$ cat src/rtl/aes192_round_key_store.sv
// Purpose: stores the AES-192 round keys (key 0 plus 12 expanded subkeys) and streams them in encrypt or decrypt order.
// Latency: the first key is registered one cycle after stream_start; after that, one key per cycle while rk_ready is held.
// Backpressure: valid/ready handshake; rk_out, rk_idx and rk_last hold while rk_ready is low.
module aes192_round_key_store #(
    parameter int NUM_RK = 13,
    parameter int RK_W   = 128
) (
    input  logic            clk,
    input  logic            reset,
    input  logic            load,
    input  logic [RK_W-1:0] key0_in,
    input  logic [RK_W-1:0] skey_in,
    input  logic            skey_valid,
    input  logic            stream_start,
    input  logic            stream_dir,
    input  logic            rk_ready,
    output logic [RK_W-1:0] rk_out,
    output logic            rk_valid,
    output logic [3:0]      rk_idx,
    output logic            rk_last,
    output logic            keys_ready,
    output logic            busy,
    output logic            err_overrun
);

    localparam logic [3:0] LAST = 4'(NUM_RK - 1);

    typedef enum logic [1:0] {IDLE, LOAD, READY, STREAM} state_t;

    state_t          state, state_nxt;
    logic [3:0]      wp, rp;
    logic            dir;
    logic [RK_W-1:0] slot [NUM_RK];

    logic            wr_en, wr_last, start_go, hs, hs_last;
    logic [3:0]      rp_start, rp_step, rd_idx, end_idx;
    logic [RK_W-1:0] rd_key;

    // load wins over every other request in the same cycle
    always_comb begin
        wr_en    = (state == LOAD) && skey_valid && !load;
        wr_last  = wr_en && (wp == LAST);
        start_go = (state == READY) && stream_start && !load;
        hs       = (state == STREAM) && rk_valid && rk_ready && !load;
        hs_last  = hs && rk_last;
        rp_start = stream_dir ? LAST : 4'd0;
        rp_step  = dir ? (rp - 4'd1) : (rp + 4'd1);
        rd_idx   = start_go ? rp_start : rp_step;
        end_idx  = (start_go ? stream_dir : dir) ? 4'd0 : LAST;
        rd_key   = (rd_idx <= LAST) ? slot[rd_idx] : '0;
    end

    always_comb begin
        state_nxt = state;
        if (load) begin
            state_nxt = LOAD;
        end else begin
            case (state)
                LOAD:    if (wr_last)      state_nxt = READY;
                READY:   if (stream_start) state_nxt = STREAM;
                STREAM:  if (hs_last)      state_nxt = READY;
                default: state_nxt = state;
            endcase
        end
    end

    always_ff @(posedge clk or negedge reset) begin
        if (!reset) begin
            state <= IDLE;
        end else begin
            state <= state_nxt;
        end
    end

    assign busy = (state == LOAD) || (state == STREAM);

    always_ff @(posedge clk or negedge reset) begin
        if (!reset) begin
            for (int i = 0; i < NUM_RK; i++) begin
                slot[i] <= '0;
            end
            wp          <= '0;
            rp          <= '0;
            dir         <= 1'b0;
            rk_out      <= '0;
            rk_valid    <= 1'b0;
            rk_idx      <= '0;
            rk_last     <= 1'b0;
            keys_ready  <= 1'b0;
            err_overrun <= 1'b0;
        end else if (load) begin
            slot[0]     <= key0_in;
            wp          <= 4'd1;
            keys_ready  <= 1'b0;
            err_overrun <= 1'b0;
            rk_valid    <= 1'b0;
            rk_last     <= 1'b0;
        end else begin
            if (skey_valid && (state != LOAD)) begin
                err_overrun <= 1'b1;
            end
            if (wr_en) begin
                slot[wp] <= skey_in;
                wp       <= wp + 4'd1;
                if (wr_last) begin
                    keys_ready <= 1'b1;
                end
            end
            if (start_go) begin
                dir      <= stream_dir;
                rp       <= rp_start;
                rk_out   <= rd_key;
                rk_idx   <= rd_idx;
                rk_last  <= (rd_idx == end_idx);
                rk_valid <= 1'b1;
            end
            // rp parks on the final index, so it never wraps
            if (hs) begin
                if (rk_last) begin
                    rk_valid <= 1'b0;
                end else begin
                    rp      <= rp_step;
                    rk_out  <= rd_key;
                    rk_idx  <= rd_idx;
                    rk_last <= (rd_idx == end_idx);
                end
            end
        end
    end

endmodule
$ cat config.mk
export PLATFORM = sky130hd
export DESIGN_NAME = aes192_round_key_store
export DESIGN_NICKNAME = d
export VERILOG_FILES = /design/src/rtl/aes192_round_key_store.sv
export SDC_FILE = /design/constraint.sdc
export NUM_CORES = 2
export LEC_CHECK = 0
export ABC_AREA = 1
export BUFFER_PORTS_ARGS = -buffer_cell sky130_fd_sc_hd__buf_2
export CAP_MARGIN = 20
export CORE_MARGIN = 2
export CORE_UTILIZATION = 50
export CTS_BUF_LIST = sky130_fd_sc_hd__clkbuf_16
export DETAILED_ROUTE_END_ITERATION = 16
export MAX_ROUTING_LAYER = met4
export PLACE_DENSITY = 0.67
export SYNTH_ARGS = -nofsm -noshare
export SYNTH_HDL_FRONTEND = slang
export SYNTH_SLANG_ARGS = --single-unit
$ cat constraint.sdc
create_clock -name clk -period 6.4 [get_ports clk]
set_input_delay 1.28 -clock clk [delete_from_list [all_inputs] [get_ports clk]]
set_output_delay 1.28 -clock clk [all_outputs]
set_load 0.005 [all_outputs]
==> results.py <==
metrics = {
    "cts": {
        "clkTransAtPathRegs_ns": 0.06,
        "clock_latency_ns": 0.84,
        "post_cts_buffers": 0,
        "clockBufferDepth": 3,
        "post_cts_resized": 0,
        "hold_buffers": 0,
        "cts_tree": "yes",
        "cts_inserted_buffers": 191,
        "cts_max_level": 4,
        "root_buffer": "clkbuf_16",
        "clock_sinks": 1811,
    },
    "synthesis": {
        "postSynthCellCount": 10427,
        "syn_nets": 10697,
        "synth_top_area_cell": "dfrtp_1",
        "synth_area_leaders": "dfrtp_1, nand2_1, o21ai_0",
        "ys_ff_latch": 1811,
        "yosysWarnings": 0,
        "netlist_area_mm2": 0.0827,
        "postSynthAreaPerCell_um2": 7.93,
        "yosys.cell_types.count": 36,
        "synth_top_area_share_pct": 54.8,
        "ys_seq_area_share_pct": 54.8,
    },
    "pwr": {
        "leakage_nw": 42.7,
        "combPwrFrac_pct": 43.6,
        "p_seq_share_pct": 31.9,
        "p_clk_share_pct": 24.5,
        "finalPower_mw": 43.3,
        "powerDensity_mw_per_mm2": 476,
        "max-vdd-ir-drop_mv": 1.50,
        "p_sw_share_pct": 44.2,
        "cellInternalPower_mw": 24.2,
        "power_switching_mw": 19.1,
    },
    "placement": {
        "dp_slack_ns": 1.55,
        "port_buffers": 399,
        "gp_congestion": 0.839,
        "hpwlAfterDp_um": 141000,
        "placedCellCount": 12196,
        "placed_area_mm2": 0.0849,
    },
    "floorplan": {
        "die_h_um": 411,
        "die_area_mm2": 0.169,
        "core_area_mm2": 0.165,
        "io_pins": 400,
        "row_count": 149,
        "die_w_um": 411,
        "start_util_pct": 50.2,
    },
    "layout": {
        "area_delta_synth_final_pct": 9.98,
        "layout_commonest_cell": "nand2_1",
        "fin_cells": 12559,
        "fill_cells": 15378,
        "mostFrequentLayoutCells": "nand2_1, dfrtp_1, o21ai_0",
        "drive_gt1_share_pct": 7.71,
        "post-route-util_pct": 55.2,
        "nNetsFinal": 10473,
        "final_area_mm2": 0.0909,
    },
    "worst_hold_path": {
        "hold_class": "flop to flop",
        "hold_end": "rk_idx[2]$_DFFE_PN0N_",
        "hold_depth": 2,
        "worstHoldStart": "rk_idx[2]$_DFFE_PN0N_",
    },
    "timing": {
        "period_needed_ns": 4.14,
        "worst_pin_slew_ns": 1.31,
        "max_slew_margin_pct": 12.7,
        "rsz0062_at_grt": "false",
        "hold_slack_ns": 0.475,
        "min_period_over_period_pct": 64.7,
        "setup_violations": 0,
        "fmax_ghz": 0.242,
        "fin_setup_tns_ns": 0,
        "slew_viol_final": 0,
        "fin_skew_ns": 0.0495,
        "hold_viol_final": 0,
        "layout_setup_ws_ns": 2.26,
    },
    "setup_path": {
        "critPathLaunch": "load",
        "path_max_fanout": 168,
        "crit_required_ns": 7.13,
        "r2r-start": "rp[0]$_DFFE_PN0N_",
        "arrival_ns": 4.87,
        "reg2reg_slack_ns": 2.33,
        "rr_worst_depth": 9,
        "max_stage_delay_ns": 0.66,
        "cp-end-kind": "flop",
        "critPathKind": "primary input to flop",
        "crit_top_cell": "nand2_1",
        "cp-start-kind": "primary input",
        "r2r_end": "rk_out[120]$_DFFE_PN0N_",
        "crit_chain": "buf_8 > inv_2 > nand2_8 > nand2_8 > inv_8 > buf_12 > nand3_1 > nand2_1 > nand2_1 > nand2_1 > nand2_1 > nand3_1 > nand2_1",
        "cp_slowest_cell": "buf_12",
    },
    "status": {
        "status": "complete, no violations",
    },
    "detailed_routing": {
        "drtIter0Drc": 8710,
        "first_pass_iters": 6,
        "drc_errors": 0,
        "vias_per_cell": 5.78,
        "wirelength_um": 264000,
        "ant_nets": 0,
        "wl_per_cell_um": 21.1,
        "num_vias": 72615,
    },
    "global_route": {
        "grt_overflow": 0,
        "grt_pass1_wl_um": 413000,
        "grt_pass1_vias": 68989,
        "grt_antenna_before_repair": 5,
        "grt_start_max_net_pins": 211,
        "grt_use_total_pct": 32.3,
    },
    "job": {
        "cap_violations": 0,
    },
}
==> state kept, by name (all words and copies together) (netlist names) <==
name	cells
dir	1
err_overrun	1
keys_ready	1
rk_idx	4
rk_last	1
rk_out	128
rk_valid	1
rp	4
slot	1664
state	2
wp	4
==> area by class of cell <==
cell class              count  area [um^2]  share of cell area [%]
multi-input cells        7533        32900                    36.2
well taps                2189         2740                    3.01
clock inverters           165         1090                    1.20
clock buffers             192         4800                    5.28
diodes                      3         7.51                 0.00826
inverters                 150          596                   0.655
flip-flops and latches   1811        45300                    49.8
repair buffers            516         3470                    3.82
==> logic make-up after synthesis <==
kind of cell | after synthesis | share of synthesized area [%]
AO/OA/AOI/OAI | 1822 | 11.1
AND/OR/NAND/NOR | 5703 | 28.4
XOR/XNOR | 1 | 0.0106
buffers and inverters | 1083 | 5.62
adder cells (fa/ha/maj) | 7 | 0.115
flip-flops | 1811 | 54.8
==> cell usage after synthesis (all sizes together) <==
cell	n
nand2	3870
dfrtp	1811
o21ai	1556
nand3	1550
clkbuf	583
buf	350
nor2	275
a21oi	259
inv	150
ha	6
nand3b	2
nand4	2
o211ai	2
a21boi	1
a22oi	1
a31oi	1
a32oi	1
and2	1
fa	1
nor3	1
nor4	1
o21bai	1
or2	1
xnor2	1
==> worst max path at each step <==
stage | end | slack, ns | cells after the start
after floorplan | rk_out[0]$_DFFE_PN0N_ | 3.74 | 11
after global placement | rk_out[124]$_DFFE_PN0N_ | 1.54 | 11
after detailed placement | rk_out[124]$_DFFE_PN0N_ | 1.55 | 11
after CTS | rk_out[124]$_DFFE_PN0N_ | 2.42 | 9
after global routing | rk_out[16]$_DFFE_PN0N_ | 2.12 | 13
final | rk_out[78]$_DFFE_PN0N_ | 2.26 | 13
==> metal layers <==
metal	track usage [%]	routed length (um)
met2	50.2	123000
met5	-	0
met1	43.2	110000
met3	5.07	22200
met4	11.1	9200
==> power by group through the flow <==
stage               Sequential, mW  Clock, mW  Combinational (mW)
global route                  13.9       11.2                20.7
finish                        13.8       10.6                18.9
floorplan                     13.6          0                12.7
detailed placement            14.0          0                18.6
global placement              14.0          0                18.6
CTS                           13.8       10.7                18.7
==> worst max-delay path: cells and delay by family <==
kind,cells,cell delay [ns]
and+or+nand+nor,9,1.47
buffers and inverters,4,1.64
Power figures use the tool's default switching activity.
